==> src/rtl/dl11_pkg.sv <==
// dl11_pkg: shared constants for the DL11 console controller.
//   - register indices (bus address bits 2:1)
//   - CSR / RBUF bit positions
//   - transmit FSM state encoding
//   - default interrupt vectors
//   - csr_word(): builds a DONE/READY + IE status word
package dl11_pkg;

  localparam logic [1:0] REG_RCSR = 2'd0;
  localparam logic [1:0] REG_RBUF = 2'd1;
  localparam logic [1:0] REG_XCSR = 2'd2;
  localparam logic [1:0] REG_XBUF = 2'd3;

  localparam int CSR_DONE = 7;   // DONE in RCSR, READY in XCSR
  localparam int CSR_IE   = 6;
  localparam int RBUF_ERR = 15;
  localparam int RBUF_OR  = 14;

  typedef logic [1:0] tx_state_t;
  localparam tx_state_t TX_IDLE  = 2'd0;
  localparam tx_state_t TX_SEND  = 2'd1;
  localparam tx_state_t TX_WBUSY = 2'd2;
  localparam tx_state_t TX_WDONE = 2'd3;

  localparam logic [8:0] DEF_RX_VEC = 9'o060;
  localparam logic [8:0] DEF_TX_VEC = 9'o064;

  function automatic logic [15:0] csr_word(input logic flag, input logic ie);
    logic [15:0] w;
    w           = '0;
    w[CSR_DONE] = flag;
    w[CSR_IE]   = ie;
    return w;
  endfunction

endpackage

==> src/rtl/dl11_irq_req.sv <==
// dl11_irq_req: one interrupt request flip-flop.
//   clk, reset : clock, asynchronous active-high reset
//   cond       : interrupt condition (flag & enable)
//   ack        : acknowledge while this source is being presented
//   req        : request, set on a rising edge of cond, cleared when cond
//                falls or on ack
module dl11_irq_req (
  input  logic clk,
  input  logic reset,
  input  logic cond,
  input  logic ack,
  output logic req
);

  logic cond_q;

  // NOTE: state is updated with non-blocking assignments so every flop
  // samples the pre-edge value of every other flop.
  always_ff @(posedge clk or posedge reset) begin
    if (reset) begin
      cond_q <= 1'b0;
      req    <= 1'b0;
    end else begin
      cond_q <= cond;
      // A fresh rising edge wins over a stale acknowledge.
      if (cond && !cond_q)  req <= 1'b1;
      else if (!cond || ack) req <= 1'b0;
    end
  end

endmodule

==> src/rtl/dl11_console_ctrl.sv <==
// dl11_console_ctrl: DL11-style console registers (RCSR, RBUF, XCSR, XBUF)
// between the bus decoder and a serial_rx/serial_tx pair.
//   bus side : sel, addr[1:0], rd, wr, wdata[15:0] -> rdata[15:0] (registered)
//   receiver : rx_byte[7:0], rx_ready -> rx_read (one-cycle acknowledge)
//   sender   : tx_byte[7:0], tx_send (one-cycle start) <- tx_busy
//   interrupt: irq, irq_vec[8:0] <- iack
module dl11_console_ctrl
  import dl11_pkg::*;
#(
  parameter logic [8:0] RX_VEC = DEF_RX_VEC,
  parameter logic [8:0] TX_VEC = DEF_TX_VEC
) (
  input  logic        clk,
  input  logic        reset,
  input  logic        sel,
  input  logic [1:0]  addr,
  input  logic        rd,
  input  logic        wr,
  input  logic [15:0] wdata,
  output logic [15:0] rdata,
  input  logic [7:0]  rx_byte,
  input  logic        rx_ready,
  output logic        rx_read,
  output logic [7:0]  tx_byte,
  output logic        tx_send,
  input  logic        tx_busy,
  output logic        irq,
  output logic [8:0]  irq_vec,
  input  logic        iack
);

  logic        rd_en, wr_en, capture, rbuf_rd, xbuf_wr;
  logic        done, ovr, rie, xie, ready;
  logic [7:0]  rx_data;
  tx_state_t   state;
  logic [15:0] rd_mux;
  logic        rx_req, tx_req, rx_ack, tx_ack;
  logic        unused_wdata_bits;

  assign rd_en   = sel & rd;
  assign wr_en   = sel & wr;
  assign rbuf_rd = rd_en && (addr == REG_RBUF);
  assign xbuf_wr = wr_en && (addr == REG_XBUF);
  // rx_ready stays high through the acknowledge cycle; the rx_read guard
  // keeps that cycle from capturing the same byte twice.
  assign capture = rx_ready & ~rx_read;
  assign ready   = (state == TX_IDLE);
  assign tx_send = (state == TX_SEND);

  // Write-data bits with no register behind them.
  assign unused_wdata_bits = ^{wdata[15:8], wdata[5:0]};

  always_comb begin
    // NOTE: default assignment first so no path leaves rd_mux unassigned
    // (which would infer a latch).
    rd_mux = '0;
    case (addr)
      REG_RCSR: rd_mux = csr_word(done, rie);
      REG_RBUF: begin
        rd_mux[RBUF_ERR] = ovr;
        rd_mux[RBUF_OR]  = ovr;
        rd_mux[7:0]      = rx_data;
      end
      REG_XCSR: rd_mux = csr_word(ready, xie);
      default:  rd_mux = '0;   // XBUF is write-only
    endcase
  end

  // Bus read data and interrupt enables.
  always_ff @(posedge clk or posedge reset) begin
    if (reset) begin
      rdata <= '0;
      rie   <= 1'b0;
      xie   <= 1'b0;
    end else begin
      if (rd_en) rdata <= rd_mux;
      if (wr_en && addr == REG_RCSR) rie <= wdata[CSR_IE];
      if (wr_en && addr == REG_XCSR) xie <= wdata[CSR_IE];
    end
  end

  // Receive path. A capture coinciding with an RBUF read leaves DONE set
  // (the new byte is unread) but clears OR (the old byte was consumed).
  always_ff @(posedge clk or posedge reset) begin
    if (reset) begin
      rx_read <= 1'b0;
      rx_data <= '0;
      done    <= 1'b0;
      ovr     <= 1'b0;
    end else begin
      rx_read <= capture;
      if (capture) begin
        rx_data <= rx_byte;
        done    <= 1'b1;
        ovr     <= (ovr | done) & ~rbuf_rd;
      end else if (rbuf_rd) begin
        done <= 1'b0;
        ovr  <= 1'b0;
      end
    end
  end

  // Transmit sequencer: IDLE -> SEND (one-cycle start) -> WBUSY -> WDONE.
  always_ff @(posedge clk or posedge reset) begin
    if (reset) begin
      state   <= TX_IDLE;
      tx_byte <= '0;
    end else begin
      case (state)
        TX_IDLE: if (xbuf_wr) begin
          tx_byte <= wdata[7:0];
          state   <= TX_SEND;
        end
        TX_SEND:  state <= TX_WBUSY;
        TX_WBUSY: if (tx_busy)  state <= TX_WDONE;
        TX_WDONE: if (!tx_busy) state <= TX_IDLE;
      endcase
    end
  end

  // iack retires only the source currently presented; receiver first.
  assign rx_ack = iack & rx_req;
  assign tx_ack = iack & tx_req & ~rx_req;

  dl11_irq_req u_rx_irq (
    .clk   (clk),
    .reset (reset),
    .cond  (done & rie),
    .ack   (rx_ack),
    .req   (rx_req)
  );

  dl11_irq_req u_tx_irq (
    .clk   (clk),
    .reset (reset),
    .cond  (ready & xie),
    .ack   (tx_ack),
    .req   (tx_req)
  );

  assign irq     = rx_req | tx_req;
  assign irq_vec = rx_req ? RX_VEC : (tx_req ? TX_VEC : 9'd0);

endmodule

==> config.mk <==
export PLATFORM = sky130hd
export DESIGN_NAME = dl11_console_ctrl
export DESIGN_NICKNAME = d
export VERILOG_FILES = /design/src/rtl/dl11_pkg.sv /design/src/rtl/dl11_irq_req.sv /design/src/rtl/dl11_console_ctrl.sv
export SDC_FILE = /design/constraint.sdc
export NUM_CORES = 1
export LEC_CHECK = 0
export ABC_AREA = 0
export CAP_MARGIN = 5
export CORE_MARGIN = 3
export CORE_UTILIZATION = 43
export DETAILED_ROUTE_END_ITERATION = 16
export GPL_TIMING_DRIVEN = 0
export PLACE_DENSITY = 0.92
export REMOVE_ABC_BUFFERS = 1
export SLEW_MARGIN = 10
export SYNTH_ARGS = -nofsm -noshare
export SYNTH_HDL_FRONTEND = slang
export SYNTH_SLANG_ARGS = --single-unit
==> constraint.sdc <==
create_clock -name clk -period 5.1 [get_ports clk]
set_clock_uncertainty 0.2 [all_clocks]
set_input_delay 0.51 -clock clk [delete_from_list [all_inputs] [get_ports clk]]
set_output_delay 0.51 -clock clk [all_outputs]
set_load 0.005 [all_outputs]
## Yosys cells after proc, flatten, opt, wreduce, memory -nomap -nowiden

Cells that the tools add are included.
Widths: inputs -> output; s select.

- Bitwise gates (word level): 14
- Reductions and logical operators: 19
- Eq/ne operators: 9
- Multiplexer cells: 15

Operator list:

| cell | number |
|---|---|
| $pmux 8 s3 | 1 |
| $mux 6 | 2 |
| $and 1x1->1 | 9 |
| $eq 2x2->1 const B | 4 |
| $mux 2 | 4 |
| $pmux 2 s4 | 1 |
| $mux 1 | 7 |
| $logic_and 1x1->1 | 6 |
| $ne 2x2->1 const B | 3 |
| $reduce_bool 2->1 | 3 |
| $eq 2x1->1 const B | 2 |
| $logic_not 1->1 | 4 |
| $logic_not 2->1 | 2 |
| $not 1->1 | 3 |
| $reduce_and 3->1 | 1 |
| $logic_or 1x1->1 | 2 |
| $or 1x1->1 | 2 |
| $reduce_and 2->1 | 1 |

- Logic and storage cells: 70
- Output and inout bits: 36
- Input port bits: 34
- Bits in registers: 37

## Longest topological paths before layout

Gate-level depths: netlist of the first run.

- Depth in word-level cells: 6
- Mapped depth: 5
- Mapped depth without buffers: 5

## Modules after synthesis

A second synthesis of the first run with hierarchy kept.

- Cell total of the unflattened synthesis: 127
- Area, all modules: 1645.3 µm²

By module, submodules not included:

| module | sequential area each (µm²) | area an instance (µm²) | times used | cells an instance |
|---|---|---|---|---|
| dl11_console_ctrl | 800.8 | 1510.2 | 1 | 117 |
| dl11_irq_req | 50.0 | 67.6 | 2 | 5 |

## Worst setup path after synthesis of the first run

OpenSTA, ideal clock, no wires.

- Path type: input port to flip-flop
- Start point: in addr[0]
- End point: reg state[1]
- Arrival: 1377 ps
- Path buffers: 1
- Library setup time: 125 ps
- Cell stages on the path: 4
- Required time: 4775 ps
- Setup slack: 3398 ps
- Path through: buf_2 -> nand4_1 -> a221oi_2 -> mux2_2

- Longest elaborated chain between the ends: 4

Ends and longest elaborated chain:

| item | RTL line | source |
|---|---|---|
| from (decl) | dl11_console_ctrl.sv:16 | `input logic [1:0] addr,` |
| $eq 2x2->1 | dl11_console_ctrl.sv:43 | `assign xbuf_wr = wr_en && (addr == REG_XBUF);` |
| $logic_and 1x1->1 | dl11_console_ctrl.sv:43 |  |
| $ne 2x2->1 (no line) | - |  |
| $reduce_and 3->1 (no line) | - |  |
| to (signal assigned) | dl11_console_ctrl.sv:106 | `state <= TX_IDLE;` |
| to (signal assigned) | dl11_console_ctrl.sv:112 | `state <= TX_SEND;` |
| to (signal assigned) | dl11_console_ctrl.sv:114 | `TX_SEND: state <= TX_WBUSY;` |
| to (decl) | dl11_console_ctrl.sv:35 | `tx_state_t state;` |

Every way passes these cells.
A chain may end at the register's enable or synchronous reset.

## Final worst setup path of the first run

- Start point: in addr[1]
- End point: reg tx_byte[4]

- Longest elaborated chain between the ends: 3

Ends and longest elaborated chain:

| item | RTL line | source |
|---|---|---|
| $eq 2x2->1 | dl11_console_ctrl.sv:43 |  |
| $logic_and 1x1->1 | dl11_console_ctrl.sv:43 |  |
| $reduce_and 2->1 (no line) | - |  |
| to (signal assigned) | dl11_console_ctrl.sv:111 | `tx_byte <= wdata[7:0];` |
| to (decl) | dl11_console_ctrl.sv:24 | `output logic [7:0] tx_byte,` |

Every way passes these cells.

==> results of run 1 <==
-- final timing paths --
kind                            startpoint      endpoint  slack, ns  depth (start not counted)
max                                addr[1]    tx_byte[4]       2.84                          4
min reg2reg                u_tx_irq.cond_q  u_tx_irq.req       0.23                          1
max reg2reg                       state[0]    tx_byte[4]       3.09                          4
min                        u_tx_irq.cond_q  u_tx_irq.req       0.23                          1
max in group asynchronous            reset       rx_read       3.79                          2
min in group asynchronous            reset    tx_byte[0]       0.45                          2
-- worst register-to-register path, cell delays in order (launching register included) --
cell and delay [ns]:
dfrtp_1 0.42, inv_1 0.11, ha_1 0.26, and3_1 0.55, mux2_4 0.35
-- where the power goes --
part           leakage [nW]  internal, W  switching [W]  total, W
Sequential            0.447     0.000354      0.0000430  0.000397
Clock                0.0410    0.0000927      0.0000937  0.000186
Combinational         0.492     0.000202       0.000101  0.000303
Total                 0.980     0.000648       0.000238  0.000886
-- area by class of cell --
class	instances	area [sq um]
fillers	296	1351
flip-flops and latches	36	900.9
multi-input cells	76	624.3
repair buffers	49	490.5
clock buffers	6	72.57
well taps	46	57.56
inverters	5	18.77
clock inverters	1	5.005
-- registers in the layout, indices dropped and copies added (netlist names) --
register	count
state	2
u_rx_irq.req	1
xie	1
u_tx_irq.cond_q	1
done	1
rie	1
rx_read	1
rx_data	8
u_tx_irq.req	1
tx_byte	8
ovr	1
rdata	9
u_rx_irq.cond_q	1
-- kinds of logic after synthesis --
logic type / after synthesis
buffers and inverters: 25
AND/OR/NAND/NOR: 21
flip-flops: 36
AO/OA/AOI/OAI: 17
adder cells (fa/ha/maj): 4
multiplexers: 22
other: 1
-- layout by cell type, fill, tap and decap left out, types with 2 or more instances in the layout --
master and n:
nor2_1 2, a21boi_0 2, a22o_1 7, mux2_2 12
nor2b_1 4, inv_1 4, clkbuf_8 5, nand2_1 6
conb_1 12, and2_1 2, o21ai_0 3, mux2_4 8
mux2i_1 2, ha_1 4, dfrtp_1 36, and3_1 2
clkdlybuf4s50_1 49
-- stage by stage --
step	setup slack [ns]	instances
after floorplan	3.338	117
after global placement	2.591	212
after detailed placement	2.534	212
after CTS	2.842	219
after global routing	2.760	219
final	2.840	219
-- metal layers --
metal	wire, um	global-route usage	part of all wire
met4	65	0.08437	0.020
met5	0	0	0
met3	229	0.04598	0.070
met2	1668	0.2708	0.51
met1	1305	0.1770	0.40
==> key figures, run 1 <==
Outcome
  • Status: completed

Placement
  • HPWL after DPL: 2.474 mm
  • Area after DPL: 2092 sq um
  • GP Congestion: 0.7443
  • IO Port Bufs: 49

Synthesis
  • Syn Inst Count: 126
  • Main combinational cell family by area after synthesis: multiplexers
  • Most frequent cells after synthesis: 36 x dfrtp_1, 15 x buf_4, 12 x mux2_2
  • Synth area leaders: dfrtp_1 55%, mux2_2 8.2%, mux2_4 7.3%
  • Synth warn: 0
  • Area leader, netlist: dfrtp_1
  • Post-synth EDFFs: 0
  • Mux cell area share after synthesis: 0.1667
  • Top-count cell post-synth: dfrtp_1
  • Syn_area_per_cell: 13.11 sq um
  • Compound-Gate Fraction of Synth Area: 0.08258
  • Share of the synthesized area in the top cell type: 0.5455
  • Adder-Cell Fraction of Synth Area: 0.03030
  • Post-synthesis async set-or-reset flop share: 1.000
  • Register area share after synthesis: 0.5455
  • Simple-Gate Fraction of Synth Area: 0.07121
  • Distinct cells, synth: 29
  • Seq cells post-synth: 36
  • Post-synth top flop: dfrtp_1
  • Synthesized cell area: 1652 sq um
  • Synth Area in XOR/XNOR: 0

GRT
  • First-pass GRT wire length: 5.333 mm
  • Antenna violations before repair: 0
  • Largest net degree at the start of global routing: 37
  • Total GRT Usage: 0.1584
  • Global route total overflow: 0
  • Vias in the first global route: 1165

Power
  • Leak: 0.9798 nW
  • Pwr/cell area: 408.3 nW/um^2
  • VDD IR-drop max: 0.0002270 V
  • Power, Total: 0.0008858 W

Floorplanning
  • Core area: 3521 sq um
  • Initial Utilization: 0.4691
  • Num ports: 70
  • Die Y: 67.98 um
  • Die ar.: 4621 sq um
  • Rows: 21
  • Die X-Extent: 67.98 um

Drt
  • Number of vias per cell: 4.963
  • Detailed Route WL: 3.268 mm
  • Antenna Nets Post-Route: 0
  • Iter 0 DRT Violations: 22
  • DR vias: 1087
  • Routed length per instance: 14.92 um
  • DRC: 0
  • Drt pass-1 iters: 3

Worst setup path
  • Startpoint Class: input port
  • CP cell instances: clkdlybuf4s50_1 > and3_1 > and3_1 > mux2_4
  • Crit path DAT: 2.23 ns
  • Critical Path Fanout Max: 8
  • Delay-heaviest family, CP: simple AND/OR/NAND/NOR gates
  • Crit path buf inv count: 1
  • WP data required: 5.07 ns
  • Max stage delay cell, worst path: clkdlybuf4s50_1
  • Critical path class: input port to flop
  • CP peak stage delay: 0.62 ns
  • CP endpoint kind: flop
  • CP most frequent cell: and3_1

Timing
  • Final worst path period need: 2.260 ns
  • # setup viols final: 0
  • Slew @ Worst Pin: 0.8629 ns
  • F_max: 442.5 MHz
  • Max-slew violations: 0
  • Period Utilization, post-route: 0.4431
  • Setup TNS: 0 ns
  • Hold WS: 0.2302 ns
  • RSZ-0062 raised after global routing: false
  • Rel. slew slack: 0.4235
  • Endpoints failing hold: 0

Layout
  • Layout cell share with drive strength beyond 1: 0.1734
  • Nets: 211
  • Area growth syn-to-layout: 31.36%
  • Design area: 2170 sq um
  • Antenna cell count: 0
  • Final core occ: 0.6162

Clock tree
  • Clock Sinks: 36
  • Post-CTS sizing: 0
  • TritonCTS buffer count: 5
  • Reg clk slew, reported paths: 0.07 ns
  • # hold bufs at CTS: 0
  • CTS max path bufs: 2
  • Clk_lat worst skew: 0.28 ns
  • CTS tree: done
  • Post-CTS Setup Bufs: 0
  • H-tree depth: 2
  • Root Buffer: clkbuf_8

Min path
  • Worst hold path class: flop to flop

Run
  • Max Cap Violations: 0
Power figures use the tool's default switching activity.
==> run 2, diff against run 1 <==
CORE_UTILIZATION = 42   (was 43)
PLACE_DENSITY = 0.9   (was 0.92)
clock period = 2.2 ns   (was 5.1 ns; I/O delays follow)
==> run 2 against run 1 <==
Sequential power is 130% higher. Cell area increased by 1.5%. First-iteration DRC count unchanged. Worst hold slack got worse by 0.042 ns. Sequential share of layout area shrank 0.61 points. Global-route usage down 2.0 points. Combinational power grew 130%. Count of clock-buffer cells in the layout did not move. Critical path type is now flop to flop. Highest routed layer unchanged.
==> key figures, run 2 (synthesis results as in run 1) <==
Outcome
  • Status: completed

Layout
  • Layout cell share with drive strength beyond 1: 0.1782
  • Largest regs: rdata (9), rx_data (8), tx_byte (8)
  • Antenna cell count: 0
  • Nets: 211
  • Area growth syn-to-layout: 33.33%
  • Biggest register: rdata
  • Commonest non-fill, non-tap cell in the layout: clkdlybuf4s50_1
  • Design area: 2202 sq um
  • Number of flip-flops in the largest register: 9
  • Flip-flop and latch area: 900.9 sq um
  • Commonest non-fill, non-tap cells in the layout: 49 x clkdlybuf4s50_1, 36 x dfrtp_1, 12 x mux2_2, 12 x conb_1, 8 x mux2_4
  • Multi-input gate area: 624.3 sq um
  • Fill cell total of the finished layout: 311

Timing
  • Final worst path period need: 1.973 ns
  • Slew @ Worst Pin: 0.8134 ns
  • F_max: 506.8 MHz
  • Hold WS: 0.1885 ns
  • Period Utilization, post-route: 0.8970
  • Setup TNS: 0 ns
  • Rel. slew slack: 0.4566
  • Endpoints failing hold: 0
  • # setup viols final: 0
  • RSZ-0062 raised after global routing: false
  • Setup WS post-layout: 0.2267 ns
  • Max-slew violations: 0

Worst setup path
  • Critical Path Fanout Max: 8
  • Startpoint Class: flop
  • CP endpoint kind: flop
  • R2R depth: 4
  • Critical path class: flop to flop
  • WP data required: 2.17 ns
  • Crit path DAT: 1.95 ns

Power
  • Pint: 0.001621 W
  • Power, Total: 0.002158 W
  • VDD IR-drop max: 0.0004470 V
  • Leak: 0.9940 nW
  • Sequential fraction of design power: 0.424
  • Clock power share: 0.259
  • Sw Share: 0.2487
  • Pwr/cell area: 980.0 nW/um^2
  • Net switching power: 0.0005367 W
  • Gate power share: 0.317

Placement
  • Area after DPL: 2095 sq um
  • Worst slack at placement: -0.08990 ns
  • HPWL after DPL: 2.207 mm
  • IO Port Bufs: 49
  • GP Congestion: 0.7385

GRT
  • Antenna violations before repair: 0
  • Vias in the first global route: 1067
  • Total GRT Usage: 0.1386
  • Largest net degree at the start of global routing: 37
  • First-pass GRT wire length: 4.726 mm
  • Global route total overflow: 0

Clock tree
  • CTS max path bufs: 2
  • TritonCTS buffer count: 5
  • Clk_lat worst skew: 0.28 ns
  • Post-CTS Setup Bufs: 0
  • Root Buffer: clkbuf_8
  • Clock Sinks: 36
  • CTS tree: done
  • Post-CTS sizing: 0
  • H-tree depth: 2
  • # hold bufs at CTS: 0
  • Reg clk slew, reported paths: 0.07 ns

Drt
  • Number of vias per cell: 4.716
  • Iter 0 DRT Violations: 22
  • Routed length per instance: 13.21 um
  • Drt pass-1 iters: 4
  • DRC: 0
  • DR vias: 1047
  • Detailed Route WL: 2.933 mm
  • Antenna Nets Post-Route: 0

Floorplanning
  • Die Y: 68.71 um
  • Rows: 22
  • Die ar.: 4721 sq um
  • Initial Utilization: 0.4444
  • Core area: 3716 sq um
  • Num ports: 70
  • Die X-Extent: 68.71 um

Run
  • Max Cap Violations: 0

Min path
  • Worst hold path class: input port to asynchronous set/reset pin
[run 2: cell count changes in the layout (fill, tap and decap cells not counted)]
cell / previous run / this run
bufinv_16: 0 / 1
[run 2: per-stage QoR]
stage | utilization | instances
after floorplan | - | 117
after global placement | 0.5636 | 214
after detailed placement | 0.5636 | 214
after CTS | 0.5926 | 222
after global routing | 0.5926 | 222
final | 0.5926 | 222
[run 2: layout make-up]
class                   count  share of cell area
flip-flops and latches     36              0.4091
multi-input cells          76              0.2835
repair buffers             49              0.2227
clock buffers               6             0.03295
well taps                  48             0.02727
clock inverters             2             0.01591
inverters                   5            0.008523
[run 2: layer usage]
metal  GRT usage  part of all wire  routed length (um)
met5           0                 0                   0
met4     0.05839             0.011                  31
met3     0.05835             0.084                 245
met2      0.2336              0.49                1448
met1      0.1530              0.41                1207
[run 2: worst max-delay path, cell delays in order (launching register included)]
cell and delay [ns]:
dfrtp_1 0.42, inv_1 0.10, ha_1 0.25, and3_1 0.54, mux2_4 0.35
[run 2: power groups by stage]
stage,combinational [W],clock [W],sequential (W)
2_1_floorplan,0.000339,0,0.000917
3_3_place_gp,0.000674,0,0.000918
3_5_place_dp,0.000694,0,0.000927
4_1_cts,0.000696,0.000578,0.000917
5_1_grt,0.000756,0.000611,0.000938
6_report,0.000684,0.000559,0.000915
[run 2: path summary, 6_finish.rpt]
| kind | endpoint | slack (ns) | startpoint |
|---|---|---|---|
| setup / recovery | tx_byte[5] | 0.23 | state[0] |
| hold / removal | tx_byte[5] | 0.19 | reset |
| setup reg to reg | tx_byte[5] | 0.23 | state[0] |
| hold reg to reg | u_tx_irq.req | 0.24 | u_tx_irq.cond_q |
| max in group asynchronous | rdata[6] | 1.15 | reset |
| min in group clk | u_tx_irq.req | 0.24 | u_tx_irq.cond_q |
